==> config.mk <==
export PLATFORM = sky130hd
export DESIGN_NAME = core_seq
export DESIGN_NICKNAME = d
export VERILOG_FILES = /design/src/rtl/core_pkg.sv /design/src/rtl/op_classify.sv /design/src/rtl/core_seq.sv
export SDC_FILE = /design/constraint.sdc
export NUM_CORES = 1
export LEC_CHECK = 0
export BUFFER_PORTS_ARGS = -buffer_cell sky130_fd_sc_hd__buf_2
export CAP_MARGIN = 20
export CORE_UTILIZATION = 38
export CTS_CLUSTER_SIZE = 40
export DETAILED_ROUTE_END_ITERATION = 16
export PLACE_DENSITY_LB_ADDON = 0.3
export SETUP_SLACK_MARGIN = 0.05
export SLEW_MARGIN = 20
export SYNTH_ARGS = -nofsm -noshare
export SYNTH_HDL_FRONTEND = slang
export SYNTH_HIERARCHICAL = 1
export SYNTH_SLANG_ARGS = --single-unit
==> constraint.sdc <==
create_clock -name clk -period 4.5 [get_ports clk]
set_clock_uncertainty 0.1 [all_clocks]
set_input_delay 0.9 -clock clk [delete_from_list [all_inputs] [get_ports clk]]
set_output_delay 0.9 -clock clk [all_outputs]
set_load 0.05 [all_outputs]
==> src/rtl/core_pkg.sv <==
// Shared opcode constants, sequencer states and instruction classes
// for the first-core multi-cycle sequencer.
package core_pkg;

  localparam logic [5:0] OP_SPECIAL = 6'b000000;
  localparam logic [5:0] OP_J       = 6'b000010;
  localparam logic [5:0] OP_JAL     = 6'b000011;
  localparam logic [5:0] OP_BEQ     = 6'b000100;
  localparam logic [5:0] OP_BNE     = 6'b000101;
  localparam logic [5:0] OP_ADDI    = 6'b001000;
  localparam logic [5:0] OP_SLTI    = 6'b001010;
  localparam logic [5:0] OP_LUI     = 6'b001111;
  localparam logic [5:0] OP_COP1    = 6'b010001;
  localparam logic [5:0] OP_COP2    = 6'b010010;
  localparam logic [5:0] OP_LW      = 6'b100011;
  localparam logic [5:0] OP_SW      = 6'b101011;
  localparam logic [5:0] OP_LWC1    = 6'b110001;
  localparam logic [5:0] OP_LWC2    = 6'b110010;
  localparam logic [5:0] OP_SWC1    = 6'b111001;
  localparam logic [5:0] OP_SWC2    = 6'b111010;
  localparam logic [5:0] OP_OUT     = 6'b111111;

  localparam logic [5:0] FUNC_JR    = 6'b001000;

  localparam logic [4:0] FLOAT_MF   = 5'b00000;
  localparam logic [4:0] FLOAT_BC   = 5'b01000;
  localparam logic [4:0] FLOAT_S    = 5'b10000;

  typedef enum logic [2:0] {
    S_IDLE,
    S_FETCH,
    S_DECODE,
    S_WAIT,
    S_HALT,
    S_ERR
  } seq_state_t;

  typedef enum logic [2:0] {
    WR,
    ST,
    BR,
    LINK,
    RX,
    TX,
    HALT,
    BAD
  } op_class_t;

  typedef logic [1:0] err_code_t;
  localparam err_code_t ERR_NONE = 2'd0;
  localparam err_code_t ERR_OP   = 2'd1;
  localparam err_code_t ERR_TMO  = 2'd2;

  // Completion-event bit positions
  localparam int EV_WR = 0;
  localparam int EV_ST = 1;
  localparam int EV_JP = 2;
  localparam int EV_RX = 3;
  localparam int EV_TX = 4;

  typedef logic [4:0] ev_mask_t;

  // Events an instruction class must see before it retires;
  // the PC update is part of every class.
  function automatic ev_mask_t need_mask(op_class_t c);
    ev_mask_t m;
    m = '0;
    m[EV_JP] = 1'b1;
    unique case (c)
      WR, LINK: m[EV_WR] = 1'b1;
      ST:       m[EV_ST] = 1'b1;
      RX:       m[EV_RX] = 1'b1;
      TX:       m[EV_TX] = 1'b1;
      default:  ;
    endcase
    return m;
  endfunction

endpackage

==> src/rtl/op_classify.sv <==
// Full opcode/function decode of an instruction word
// into its sequencing class.
module op_classify
  import core_pkg::*;
(
  input  logic [31:0] op,
  output op_class_t   cls
);

  logic [5:0] opc;
  logic [5:0] fn;
  logic [4:0] rs;
  logic       unused_bits;

  assign opc = op[31:26];
  assign fn  = op[5:0];
  assign rs  = op[25:21];
  assign unused_bits = ^op[20:6];

  // Opcode -> class; anything not listed is an illegal instruction
  always_comb begin
    cls = BAD;
    unique case (opc)
      OP_SPECIAL: cls = (fn == FUNC_JR) ? BR : WR;
      OP_ADDI,
      OP_SLTI,
      OP_LUI,
      OP_LW,
      OP_LWC1:    cls = WR;
      OP_COP1: begin
        unique case (rs)
          FLOAT_MF: cls = WR;
          FLOAT_S:  cls = WR;
          FLOAT_BC: cls = BR;
          default:  cls = BAD;
        endcase
      end
      OP_COP2:    cls = (rs == FLOAT_MF) ? WR : BAD;
      OP_SW,
      OP_SWC1:    cls = ST;
      OP_J,
      OP_BEQ,
      OP_BNE:     cls = BR;
      OP_JAL:     cls = LINK;
      OP_LWC2:    cls = RX;
      OP_SWC2:    cls = TX;
      OP_OUT:     cls = HALT;
      default:    cls = BAD;
    endcase
  end

endmodule

==> src/rtl/core_seq.sv <==
// Multi-cycle instruction sequencer: fetch, issue with a d_valid
// pulse, wait for all completion events, with halt and watchdog.
module core_seq
  import core_pkg::*;
#(
  parameter int IMEM_LAT = 2,
  parameter int TIMEOUT  = 1023,
  parameter int CNT_W    = 32
) (
  input  logic             clk,
  input  logic             rstn,
  input  logic             start,
  input  logic [31:0]      inst,
  output logic [31:0]      op,
  output logic             d_valid,
  input  logic             write_finish,
  input  logic             store_finish,
  input  logic             jump_finish,
  input  logic             uart_recv_valid,
  input  logic             uart_send_done,
  output logic             busy,
  output logic             halted,
  output logic             err,
  output logic [1:0]       err_code,
  output logic [CNT_W-1:0] retired
);

  localparam int WD_W = (TIMEOUT < 2) ? 1 : $clog2(TIMEOUT + 1);

  localparam logic [2:0]      FETCH_LAST = 3'(IMEM_LAT - 1);
  localparam logic [WD_W-1:0] WD_LAST    = WD_W'(TIMEOUT - 1);

  seq_state_t      state;
  logic [2:0]      fcnt;
  logic [WD_W-1:0] wcnt;
  ev_mask_t        need;
  ev_mask_t        flags;
  ev_mask_t        ev;
  ev_mask_t        seen;
  op_class_t       cls_in;
  op_class_t       cls_q;
  logic            done;
  logic            issue;

  op_classify u_cls (
    .op  (inst),
    .cls (cls_in)
  );

  assign ev = {
    uart_send_done,
    uart_recv_valid,
    jump_finish,
    store_finish,
    write_finish
  };

  // Flags already held plus this cycle's events count toward completion
  assign seen  = flags | ev;
  assign done  = ((need & ~seen) == '0);
  assign issue = (cls_in != HALT) && (cls_in != BAD);

  // Sequencer FSM with registered outputs
  always_ff @(posedge clk or negedge rstn) begin
    if (!rstn) begin
      state    <= S_IDLE;
      fcnt     <= '0;
      wcnt     <= '0;
      need     <= '0;
      flags    <= '0;
      cls_q    <= BAD;
      op       <= '0;
      d_valid  <= 1'b0;
      busy     <= 1'b0;
      halted   <= 1'b0;
      err      <= 1'b0;
      err_code <= ERR_NONE;
      retired  <= '0;
    end else begin
      d_valid <= 1'b0;
      unique case (state)
        S_IDLE: begin
          if (start) begin
            state <= S_FETCH;
            fcnt  <= '0;
            busy  <= 1'b1;
          end
        end
        S_FETCH: begin
          if (fcnt == FETCH_LAST) begin
            op      <= inst;
            cls_q   <= cls_in;
            d_valid <= issue;
            state   <= S_DECODE;
          end else begin
            fcnt <= fcnt + 3'd1;
          end
        end
        S_DECODE: begin
          need  <= need_mask(cls_q);
          flags <= '0;
          wcnt  <= '0;
          if (cls_q == HALT) begin
            state  <= S_HALT;
            busy   <= 1'b0;
            halted <= 1'b1;
          end else if (cls_q == BAD) begin
            state    <= S_ERR;
            busy     <= 1'b0;
            err      <= 1'b1;
            err_code <= ERR_OP;
          end else begin
            state <= S_WAIT;
          end
        end
        S_WAIT: begin
          if (done) begin
            retired <= retired + CNT_W'(1);
            state   <= S_FETCH;
            fcnt    <= '0;
          end else if (wcnt == WD_LAST) begin
            state    <= S_ERR;
            busy     <= 1'b0;
            err      <= 1'b1;
            err_code <= ERR_TMO;
          end else begin
            flags <= seen;
            wcnt  <= wcnt + WD_W'(1);
          end
        end
        default: ;
      endcase
    end
  end

endmodule
======== After elaboration in Yosys (flattened, before gate mapping) ========
Index checks and enable logic that the tools add are counted.
W data, S select, Z words.
cells by class
  $add $sub $neg .......................... 3
  equal/unequal tests ..................... 43
  mux-type cells .......................... 43
  bitwise gates (word level) .............. 3
  reduce and logical (&&, ||, !) cells .... 23
operators by type and width
  operator                 number
  $eq A6 B6 Y1 const B     7
  $add A32 B1 Y32 const B  1
  $mux W3                  10
  $pmux W3 S10             1
  $eq A6 B4 Y1 const B     4
  $mux W10                 2
  $pmux W10 S2             1
  $ne A2 B2 Y1 const B     9
  $mux W1                  15
  $eq A3 B3 Y1 const B     4
  $eq A6 B2 Y1 const B     2
  $eq A6 B3 Y1 const B     2
  $eq A6 B5 Y1 const B     2
  $ne A3 B3 Y1 const B     4
  $pmux W3 S4              1
  $add A10 B1 Y10 const B  1
  $eq A10 B10 Y1 const B   1
  $logic_not A5 Y1         2
  $mux W2                  5
  $mux W5                  2
  $pmux W5 S2              1
  $reduce_and A5 Y1        2
  $eq A3 B1 Y1 const B     3
  $eq A3 B2 Y1 const B     3
  other kinds (23)         30
storage, ports and cells
  register bits after elaboration ......... 99
  input port bits ......................... 40
  output and inout port bits .............. 70

======== Logic depth before layout (Yosys ltp) ========
  depth in word-level cells ............... 8
  depth in mapped cells ................... 8

======== By module ========
Netlist, hierarchy kept.
by module, submodules not included
  module       times used  cells each  area each (sq um)  sequential area each (sq um)
  core_seq     1           453         4,451.8            2,481.1
  op_classify  1           42          287.8              0.0

======== Worst setup path after synthesis ========
No wires, ideal clock.
  path kind ............................... input to register
  from .................................... input port uart_send_done
  to ...................................... register retired[14]
  setup time .............................. 0.082 ns
  arrival ................................. 2.169 ns
  required time ........................... 4.318 ns
  path slack .............................. 2.149 ns
  stages .................................. 6
  path buffers ............................ 1
  cells stage by stage .................... nor2_1 -> a22oi_1 -> nand4_1 -> buf_2 -> nor3_1 -> xor2_1
between the ends
  longest elaborated chain between the ends .. 5
ends and longest elaborated chain
  what                         RTL line         RTL
  start: declaration           core_seq.sv:20   input logic uart_send_done,
  $or A5 B5 Y5                 core_seq.sv:59   assign seen = flags | ev;
  $not A5 Y5                   core_seq.sv:60   assign done = ((need & ~seen) == '0);
  $and A5 B5 Y5                core_seq.sv:60
  $logic_not A5 Y1             core_seq.sv:60
  $reduce_and A2 Y1 (no line)  -
  end signal: assignment       core_seq.sv:118  retired <= retired + CNT_W'(1);
  end: declaration             core_seq.sv:25   output logic [CNT_W-1:0] retired
Every way passes these cells.
A chain may end at the register's enable or synchronous reset.

======== Final worst setup path ========
  from .................................... input port uart_send_done
  to ...................................... register retired[18]
The elaborated chain is that of the path after synthesis.

==> flow_summary.yaml <==
timing:
  max_freq_ghz: 0.371
  min_period_ns: 2.70
  setup_tns_ns: 0
  maxSlewHeadroom: 0.426
  fin_hold_ws_ns: 0.348
  hold_viol: 0
  worst_slack_ns: 1.80
  final-setup-viol-count: 0
  slew_violations: 0
  rsz0062_at_grt: "no"
  finalCritPeriodShare: 0.599
  worst_pin_slew_ns: 0.859
drt:
  wl_per_cell_microns: 13.9
  wl_met2_microns: 4900
  wl_met3_microns: 711
  first_iter_violations: 235
  highest_layer: "met4"
  avgViaCountPerCell: 5.08
  drc_errors: 0
  met1_length_microns: 4980
  num_vias: 3919
  final_antenna_net_count: 0
  wirelength_microns: 10700
  drtPass1Iterations: 5
worst_setup_path:
  rr_worst_depth: 5
  critPathLaunchType: "primary input"
  cp.arrival_ns: 2.87
  r2r_slack_ns: 1.81
  worstSetupPathType: "in2reg"
  r2r_start: "state[0]"
  crit_path_start: "uart_send_done"
  required_ns: 4.67
  regToRegEndpoint: "retired[18]"
  path_max_fanout: 14
  endpoint: "retired[18]"
  worstSetupEndpointType: "register"
logic_synthesis:
  synthCells: 495
  ys_seq_area_frac: 0.523
  synthArstFlopShare: 1.00
  synth_xor_area_frac: 0.0610
  synth_adder_area_share: 0.0132
  synth_most_common_cell: "nand2_1"
  ys_warn_count: 6
  yosys.area.top_type: "dfrtp_1"
  synth_compound_area_frac: 0.101
  ys_seq_elements: 99
  yosys.area_share.simple: 0.268
  yosysTopAreaCellShare: 0.507
  synthMuxAreaShare: 0.00449
  synth_fp_nets: 540
  synth_area_sq_mm: 0.00474
  yosys-top-cells-count: "nand2_1, dfrtp_1, nor2_1"
  synthFlopType: "dfrtp_1"
  syn_avg_cell_area_sq_um: 9.57
  synth_edf_count: 0
  yosys-top-cells-area: "dfrtp_1, nand2_1, xor2_1, nor2_1, nand4_1"
  synth_top_family_by_area: "simple AND/OR/NAND/NOR gates"
  ys_types: 59
finish:
  utilization: 0.478
  layout-drive-gt1-share: 0.255
  syn_to_final_growth_pct: 21.6
  fin_area_sq_mm: 0.00576
  diodes: 0
  fin_nets: 644
clock_network:
  clkLatencyLatePin_ns: 0.35
  clk_path_buf_depth: 2
  cts_root_buffer: "clkbuf_16"
  hold_buffers: 0
  h-tree-depth: 3
  cts_sinks: 99
  path_clk_slew_ns: 0.06
  cts_setup_buffers: 0
  cts_tree: "done"
  cts_buffers: 9
  cts-resized-gates: 0
global_routing:
  grt_pass1_vias: 3670
  grt-ovfl-total: 0
  grt_max_degree: 78
  grt_pass1_wl_microns: 18000
  antenna_found_initial: 0
  grt_use_total: 0.176
place:
  dp_slack_ns: 1.42
  placed_cell_area_sq_mm: 0.00543
  place.gp.congestion: 0.789
  port-buffer-count: 109
  dp_hpwl_microns: 7480
floorplan:
  rows: 40
  core_sq_mm: 0.0121
  die_x_microns: 114
  start_util: 0.393
  die_y_microns: 114
  ios: 110
  die_area_sq_mm: 0.0129
power_and_ir_drop:
  cellPowerDensity_mw_per_mm2: 610
  ir_drop_uv: 437
  leakage_nw: 2.87
worst_hold_path:
  hp-class: "reg2reg"
run:
  maxCapViolations: 0
run_status:
  status: "finished clean"
## per-layer routing
metal | track usage | vias to the layer above
met3 | 0.0654 | 10
li1 | - | 1917
met5 | 0 | -
met2 | 0.272 | 109
met1 | 0.232 | 1883
met4 | 0.0500 | 0
## state kept, by name (all words and copies together) (netlist names)
name,cells
op,32
retired,32
wcnt,10
flags,5
need,5
cls_q,3
fcnt,3
state,3
err_code,2
busy,1
d_valid,1
err,1
halted,1
## where the power goes
group	total (mW)	switching, mW	internal, mW
Clock	0.788	0.331	0.457
Combinational	1.37	1.02	0.345
Sequential	1.36	0.205	1.16
Total	3.51	1.56	1.96
## stage by stage
stage | instances | power [mW]
final | 771 | 3.51
after global routing | 771 | 3.71
after CTS | 770 | 3.54
after detailed placement | 755 | 2.74
after global placement | 755 | 2.71
after floorplan | 495 | 2.38
## worst max-delay path, stage by stage
cell	delay [ns]
buf_2	0.09
nor2_1	0.05
a22oi_1	0.33
nand4_1	0.76
nor4_1	0.56
xor2_1	0.18
## cell usage in the layout (no fill, tap or decap), types with 3 or more instances in the layout
cell and count:
o211ai_1 7, nor3_2 7, buf_2 108, o31ai_1 7, o21ai_0 13, a21oi_1 8
dfrtp_1 96, a22o_1 7, nor3_1 11, nor2_1 31, xor2_1 24, or3_1 8
clkbuf_16 9, nand4_1 13, dfstp_2 3, nand2_1 134, xnor2_1 9, nor3b_1 3
and3_1 3, nand2b_1 6, o22ai_1 5, buf_4 4, inv_1 11, ha_1 5
nand3_1 15, a22oi_1 3
## cell families after synthesis
group	after synthesis
buffers and inverters	31
XOR/XNOR	33
adder cells (fa/ha/maj)	5
AO/OA/AOI/OAI	68
flip-flops	99
multiplexers	2
AND/OR/NAND/NOR	257
## cell type report
| type | count | area (sq um) |
|---|---|---|
| Tap cell | 168 | 210 |
| Fill cell | 1152 | 6300 |
| Timing Repair Buffer | 113 | 598 |
| Inverter | 11 | 41.3 |
| Multi-Input combinational cell | 365 | 2130 |
| Clock inverter | 4 | 50.0 |
| Clock buffer | 11 | 253 |
| Sequential cell | 99 | 2480 |
## worst min-delay path by stage
| stage | startpoint | endpoint | cells past startpoint |
|---|---|---|---|
| finish | halted | halted | 1 |
| global route | halted | halted | 1 |
| CTS | halted | halted | 1 |
| detailed placement | halted | halted | 1 |
| global placement | halted | halted | 1 |
| floorplan | need[2] | need[2] | 1 |
Power figures use the tool's default switching activity.
